## config.mk

```make
export PLATFORM = sky130hd
export DESIGN_NAME = multicycle_control_unit
export DESIGN_NICKNAME = d
export VERILOG_FILES = /design/src/rtl/multicycle_control_unit.sv
export SDC_FILE = /design/constraint.sdc
export NUM_CORES = 1
export LEC_CHECK = 0
export BUFFER_PORTS_ARGS = -buffer_cell sky130_fd_sc_hd__buf_2
export CORE_MARGIN = 1.5
export CORE_UTILIZATION = 41
export DETAILED_ROUTE_END_ITERATION = 8
export PLACE_DENSITY = 0.77
export SYNTH_ARGS = -nofsm -noshare
export SYNTH_HDL_FRONTEND = slang
export SYNTH_SLANG_ARGS = --single-unit
```

## constraint.sdc

```tcl
create_clock -name clk -period 2.3 [get_ports clk]
set_input_delay 0.46 -clock clk [delete_from_list [all_inputs] [get_ports clk]]
set_output_delay 0.46 -clock clk [all_outputs]
set_load 0.05 [all_outputs]
```

## src/rtl/multicycle_control_unit.sv

```systemverilog
// Multi-cycle RV32I control FSM: sequences FETCH/DECODE/EXEC/MEM/WB and drives
// the shared-memory datapath strobes; illegal opcodes park the core in TRAP.
module multicycle_control_unit #(
    parameter int unsigned ALUOP_W       = 4,
    parameter int unsigned USE_MEM_READY = 0,
    parameter int unsigned MEM_LAT       = 1
) (
    input  logic               clk,
    input  logic               rst,
    input  logic [6:0]         opcode,
    input  logic [2:0]         funct3,
    input  logic [6:0]         funct7,
    input  logic               mem_ready,
    output logic               RegWrite,
    output logic               MemRead,
    output logic               MemWrite,
    output logic               MemtoReg,
    output logic               ALUSrc,
    output logic               IorD,
    output logic               IRWrite,
    output logic               PCWrite,
    output logic               Branch,
    output logic               Jal,
    output logic               Jalr,
    output logic [ALUOP_W-1:0] ALUOp,
    output logic               instr_done,
    output logic               illegal_instr,
    output logic [2:0]         state
);

    localparam int unsigned CNT_W = 4;

    typedef enum logic [2:0] {
        S_IDLE   = 3'd0,
        S_FETCH  = 3'd1,
        S_DECODE = 3'd2,
        S_EXEC   = 3'd3,
        S_MEM    = 3'd4,
        S_WB     = 3'd5,
        S_TRAP   = 3'd6
    } state_t;

    localparam logic [6:0] OP_RTYPE = 7'b0110011;
    localparam logic [6:0] OP_IALU  = 7'b0010011;
    localparam logic [6:0] OP_LUI   = 7'b0110111;
    localparam logic [6:0] OP_AUIPC = 7'b0010111;
    localparam logic [6:0] OP_LOAD  = 7'b0000011;
    localparam logic [6:0] OP_STORE = 7'b0100011;
    localparam logic [6:0] OP_BR    = 7'b1100011;
    localparam logic [6:0] OP_JAL   = 7'b1101111;
    localparam logic [6:0] OP_JALR  = 7'b1100111;

    localparam logic [3:0] ALU_ADD   = 4'd0;
    localparam logic [3:0] ALU_BR    = 4'd2;
    localparam logic [3:0] ALU_RTYPE = 4'd3;
    localparam logic [3:0] ALU_IALU  = 4'd4;
    localparam logic [3:0] ALU_LUI   = 4'd5;
    localparam logic [3:0] ALU_AUIPC = 4'd6;

    state_t           cur_state;
    state_t           nxt_state;
    logic [CNT_W-1:0] wait_cnt;
    logic             mem_done;
    logic             valid_op;
    logic             illegal_q;

    // funct3/funct7 are decoded by the downstream ALU decoder, not here
    logic unused_funct;
    assign unused_funct = ^{funct3, funct7};

    assign mem_done = (USE_MEM_READY != 0) ? mem_ready
                                           : (wait_cnt == CNT_W'(MEM_LAT - 1));

    always_comb begin
        valid_op = 1'b0;
        case (opcode)
            OP_RTYPE, OP_IALU, OP_LUI, OP_AUIPC, OP_LOAD,
            OP_STORE, OP_BR, OP_JAL, OP_JALR: valid_op = 1'b1;
            default:                          valid_op = 1'b0;
        endcase
    end

    // State register, memory wait counter and sticky trap flag
    always_ff @(posedge clk) begin
        if (rst) begin
            cur_state <= S_IDLE;
            wait_cnt  <= '0;
            illegal_q <= 1'b0;
        end else begin
            cur_state <= nxt_state;
            illegal_q <= illegal_q | (nxt_state == S_TRAP);
            if ((USE_MEM_READY == 0) && !mem_done &&
                ((cur_state == S_FETCH) || (cur_state == S_MEM)))
                wait_cnt <= wait_cnt + CNT_W'(1);
            else
                wait_cnt <= '0;
        end
    end

    always_comb begin
        nxt_state = cur_state;
        case (cur_state)
            S_IDLE:   nxt_state = S_FETCH;
            S_FETCH:  nxt_state = mem_done ? S_DECODE : S_FETCH;
            S_DECODE: nxt_state = valid_op ? S_EXEC : S_TRAP;
            S_EXEC: begin
                if (opcode == OP_BR)
                    nxt_state = S_FETCH;
                else if ((opcode == OP_LOAD) || (opcode == OP_STORE))
                    nxt_state = S_MEM;
                else
                    nxt_state = S_WB;
            end
            S_MEM: begin
                if (mem_done)
                    nxt_state = (opcode == OP_LOAD) ? S_WB : S_FETCH;
            end
            S_WB:     nxt_state = S_FETCH;
            S_TRAP:   nxt_state = S_TRAP;
            default:  nxt_state = S_IDLE;
        endcase
    end

    // Datapath strobes decoded from the current state and instruction class
    always_comb begin
        RegWrite   = 1'b0;
        MemRead    = 1'b0;
        MemWrite   = 1'b0;
        MemtoReg   = 1'b0;
        ALUSrc     = 1'b0;
        IorD       = 1'b0;
        IRWrite    = 1'b0;
        PCWrite    = 1'b0;
        Branch     = 1'b0;
        Jal        = 1'b0;
        Jalr       = 1'b0;
        ALUOp      = '0;
        instr_done = 1'b0;
        case (cur_state)
            S_FETCH: begin
                MemRead = 1'b1;
                IRWrite = mem_done;
                PCWrite = mem_done;
            end
            S_EXEC: begin
                case (opcode)
                    OP_RTYPE: ALUOp = ALUOP_W'(ALU_RTYPE);
                    OP_IALU: begin
                        ALUOp  = ALUOP_W'(ALU_IALU);
                        ALUSrc = 1'b1;
                    end
                    OP_LUI: begin
                        ALUOp  = ALUOP_W'(ALU_LUI);
                        ALUSrc = 1'b1;
                    end
                    OP_AUIPC: begin
                        ALUOp  = ALUOP_W'(ALU_AUIPC);
                        ALUSrc = 1'b1;
                    end
                    OP_LOAD, OP_STORE: begin
                        ALUOp  = ALUOP_W'(ALU_ADD);
                        ALUSrc = 1'b1;
                    end
                    OP_BR: begin
                        Branch     = 1'b1;
                        ALUOp      = ALUOP_W'(ALU_BR);
                        instr_done = 1'b1;
                    end
                    OP_JAL: begin
                        Jal     = 1'b1;
                        PCWrite = 1'b1;
                    end
                    OP_JALR: begin
                        Jalr    = 1'b1;
                        PCWrite = 1'b1;
                        ALUSrc  = 1'b1;
                        ALUOp   = ALUOP_W'(ALU_ADD);
                    end
                    default: ;
                endcase
            end
            S_MEM: begin
                IorD   = 1'b1;
                ALUSrc = 1'b1;
                ALUOp  = ALUOP_W'(ALU_ADD);
                if (opcode == OP_LOAD) begin
                    MemRead = 1'b1;
                end else begin
                    MemWrite   = 1'b1;
                    instr_done = mem_done;
                end
            end
            S_WB: begin
                RegWrite   = 1'b1;
                instr_done = 1'b1;
                MemtoReg   = (opcode == OP_LOAD);
            end
            default: ;
        endcase
    end

    assign illegal_instr = illegal_q;
    assign state         = cur_state;

endmodule

```

==> reports/qor.csv <==
stage;metric;value;unit
synthesis;ys_warn_count;0;
cts;tritoncts;yes;
synthesis;asyncSetResetFlopFracSynth;0;%
critical_path;crit_fanout;2;
sta;min_period;2.27;ns
synthesis;synth-seq-cells;8;
global_route;gr-usage-all-layers;19.7;%
synthesis;synth_enable_flop_cells;0;
floorplan;io-pin-count;40;
sta;drv_slew;0;
final_layout;post_route_cells_drive_above_1_share;48.4;%
critical_path;worstPathArrival;1.81;ns
final_layout;final_area;967;um^2
critical_path;startpoint_of_the_lowest_slack_register_to_register_path;wait_cnt[0]$_SDFF_PP0_;
hold_path;min_path_type;in2reg;
critical_path;cpLargestDelayFamily;simple AND/OR/NAND/NOR gates;
synthesis;synth_top_area_share;24.7;%
placement;input_output_buffers;27;
power_and_ir_drop;p_leak;0.000468;uW
sta;fin_ws;0.0273;ns
routing;drt-pass1-iter-count;4;
critical_path;worstSetupEndpointType;output pin;
power_and_ir_drop;totalPowerFinal;612;uW
routing;routed_wire_length_per_instance;11.7;um
power_and_ir_drop;power_density;632;nW/um^2
final_layout;synthToLayoutAreaGrowth;48.9;%
cts;ctsRootBufferMaster;clkbuf_4;
synthesis;synth_ff_type;dfxtp_1;
synthesis;syn-cell-area;649;um^2
sta;layout_worst_path_cycle_share;98.8;%
global_route;grt_antenna_before_repair;0;
sta;setup_viol;0;
critical_path;cp_num_cells;6;
placement;dpl_worst_slack;-0.0145;ns
placement;place_hpwl;1340;um
routing;drt_iter0_markers;16;
cts;ctsLongestPathBuffers;2;
critical_path;crit_start;opcode[2];
power_and_ir_drop;irDropWorstVdd;0.472;mV
sta;finalSetupTns;0;ns
synthesis;synth_seq_area_share;24.7;%
synthesis;yosys-top-cells-area;dfxtp_1, nor2_1, inv_1, a21oi_1, ha_1;
global_route;grt_ovf;0;
floorplan;chipWidth;42.8;um
global_route;first_pass_grt_wire_length;2830;um
floorplan;die_area;1830;um^2
critical_path;cp-endpoint;instr_done;
routing;detailed_route_via_count;757;
final_layout;postLayoutCoreUtil;65.0;%
synthesis;synth.avg_cell_area;6.98;um^2
synthesis;syn-instance-count;93;
sta;finalHoldViolations;0;
critical_path;worst_r2r_endpoint;state[0]$_SDFF_PP0_;
routing;drc_errors;0;
floorplan;coreArea;1490;um^2
critical_path;crit_path_max_incr_delay;0.55;ns
routing;vias_per_cell;5.33;
critical_path;worst-r2r-cell-count;6;
synthesis;syn-num-nets;115;
cts;cts.htree.levels;1;
global_route;largest_net_degree_at_the_start_of_global_routing;11;
sta;fin_skew;0.00403;ns
run;drv_cap;0;
final_layout;nets;150;
critical_path;timing.critical_path.slowest_stage_cell;or4_4;
final_layout;antennaDiodeCount;0;
cts;clk-insertion-delay-late;0.25;ns
critical_path;crit_required;1.84;ns
critical_path;timing.critical_path.from_type;input pin;
floorplan;std_cell_rows;14;
synthesis;synth_cell_types;34;
cts;clkTransAtPathRegs;0.05;ns
synthesis;yosysTopAreaCell;dfxtp_1;
cts;numCtsBuffers;3;
cts;hold_fix_buffers_cts;0;
placement;routabilityCongestion;0.871;
cts;cts_setup_buffers;0;
floorplan;die_height;42.8;um
routing;wl;1670;um
critical_path;critical_path.cell_chain;buf_2 > or4_4 > nor3_4 > nor3_2 > or3_4 > buf_6;
global_route;vias_in_the_first_global_route;665;
floorplan;floorplan.initialDensity;43.6;%
critical_path;reg2reg_setup_slack;0.74;ns
cts;clock_sink_count;8;
routing;ant_nets;0;
sta;rsz0062_at_grt;true;
critical_path;setup.worst_path.class;in2out;
critical_path;crit_buf_inv;2;
hold_path;worstHoldStart;rst;
sta;achievable-frequency;440;MHz
placement;placed_cell_area;888;um^2
outcome;run_status;completed;
[timing repair]
action | in CTS | in global routing
hold endpoints to repair | 0 | 0
setup endpoints to repair | 8 | 7
gates resized for setup | 6 | 12
pin swaps | 0 | 1
[area by class of cell]
class / instances / area, um^2
fill: 116 / 522
multi-input combinational: 69 / 498
timing repair buffer: 35 / 223
sequential: 8 / 163
inverter: 11 / 41.3
clock buffer: 3 / 22.5
tap: 16 / 20.0
[state kept, by name, summed over array words and instances, names as in the netlist]
signal and cells:
wait_cnt 4, state 3, illegal_instr 1
[worst min-delay path by stage]
stage / end / slack [ns] / cells past startpoint
floorplan: wait_cnt[0]$_SDFF_PP0_ / 0.43 / 1
global placement: illegal_instr$_SDFF_PP0_ / 0.44 / 2
detailed placement: illegal_instr$_SDFF_PP0_ / 0.44 / 2
CTS: state[0]$_SDFF_PP0_ / 0.42 / 2
global route: state[1]$_SDFF_PP0_ / 0.42 / 2
finish: state[0]$_SDFF_PP0_ / 0.42 / 2
[worst register-to-register path: cells and delay by family (launching register included)]
kind | cells | cell delay, ns
buffers and inverters | 1 | 0.06
DFF | 1 | 0.33
and+or+nand+nor | 2 | 0.74
adders and majority gates | 1 | 0.13
AOI/OAI and AO/OA | 2 | 0.18
[cell usage after synthesis (2+ instances only)]
cell,number
dfxtp_1,8
nor2b_1,4
inv_1,11
nand2_1,6
or3_1,2
clkbuf_1,3
o211ai_1,3
nor3_1,5
a21oi_1,6
o21ai_0,2
ha_1,2
nor2_1,12
nand2b_1,3
xor2_1,2
nand3_1,5
[through the flow]
stage          std cells  hold slack, ns
3_3_place_gp         139           0.442
4_1_cts              142           0.416
6_report             142           0.425
5_1_grt              142           0.420
2_1_floorplan         93           0.430
3_5_place_dp         139           0.438
[kinds of logic after synthesis]
| group | synth area share [%] |
|---|---|
| other cells | 0.577 |
| flops | 24.7 |
| compound gates | 16.2 |
| simple gates | 39.7 |
| buf+inv | 11.0 |
| xor+xnor | 4.05 |
| fa+ha+maj | 3.85 |
[placed cells by master, fill, tap and decap left out, drive strengths merged, types with 2 or more instances in the layout]
cell    Yosys  final
a21oi       6      6
buf         2     34
clkbuf      3      4
dfxtp       8      8
ha          2      2
inv        11     11
nand2       6      6
nand2b      3      3
nand3       5      5
nor2       12     12
nor2b       4      4
nor3        6      6
o211ai      3      3
o21ai       2      2
or3         2      2
or3b        2      2
xor2        2      2
[where the power goes]
part	internal (uW)	leakage, uW	total, uW	switching [uW]
sequential	154	0.0000657	177	23.7
combinational	106	0.000389	329	222
clock	59.6	0.0000138	106	46.1
total	320	0.000468	612	292
[layer usage]
layer / GRT usage [%] / part of all wire, %
met2: 34.8 / 53
met3: 2.55 / 4.1
met5: 0 / 0
met4: 5.63 / 0
met1: 24.7 / 43
Power figures use the tool's default switching activity.
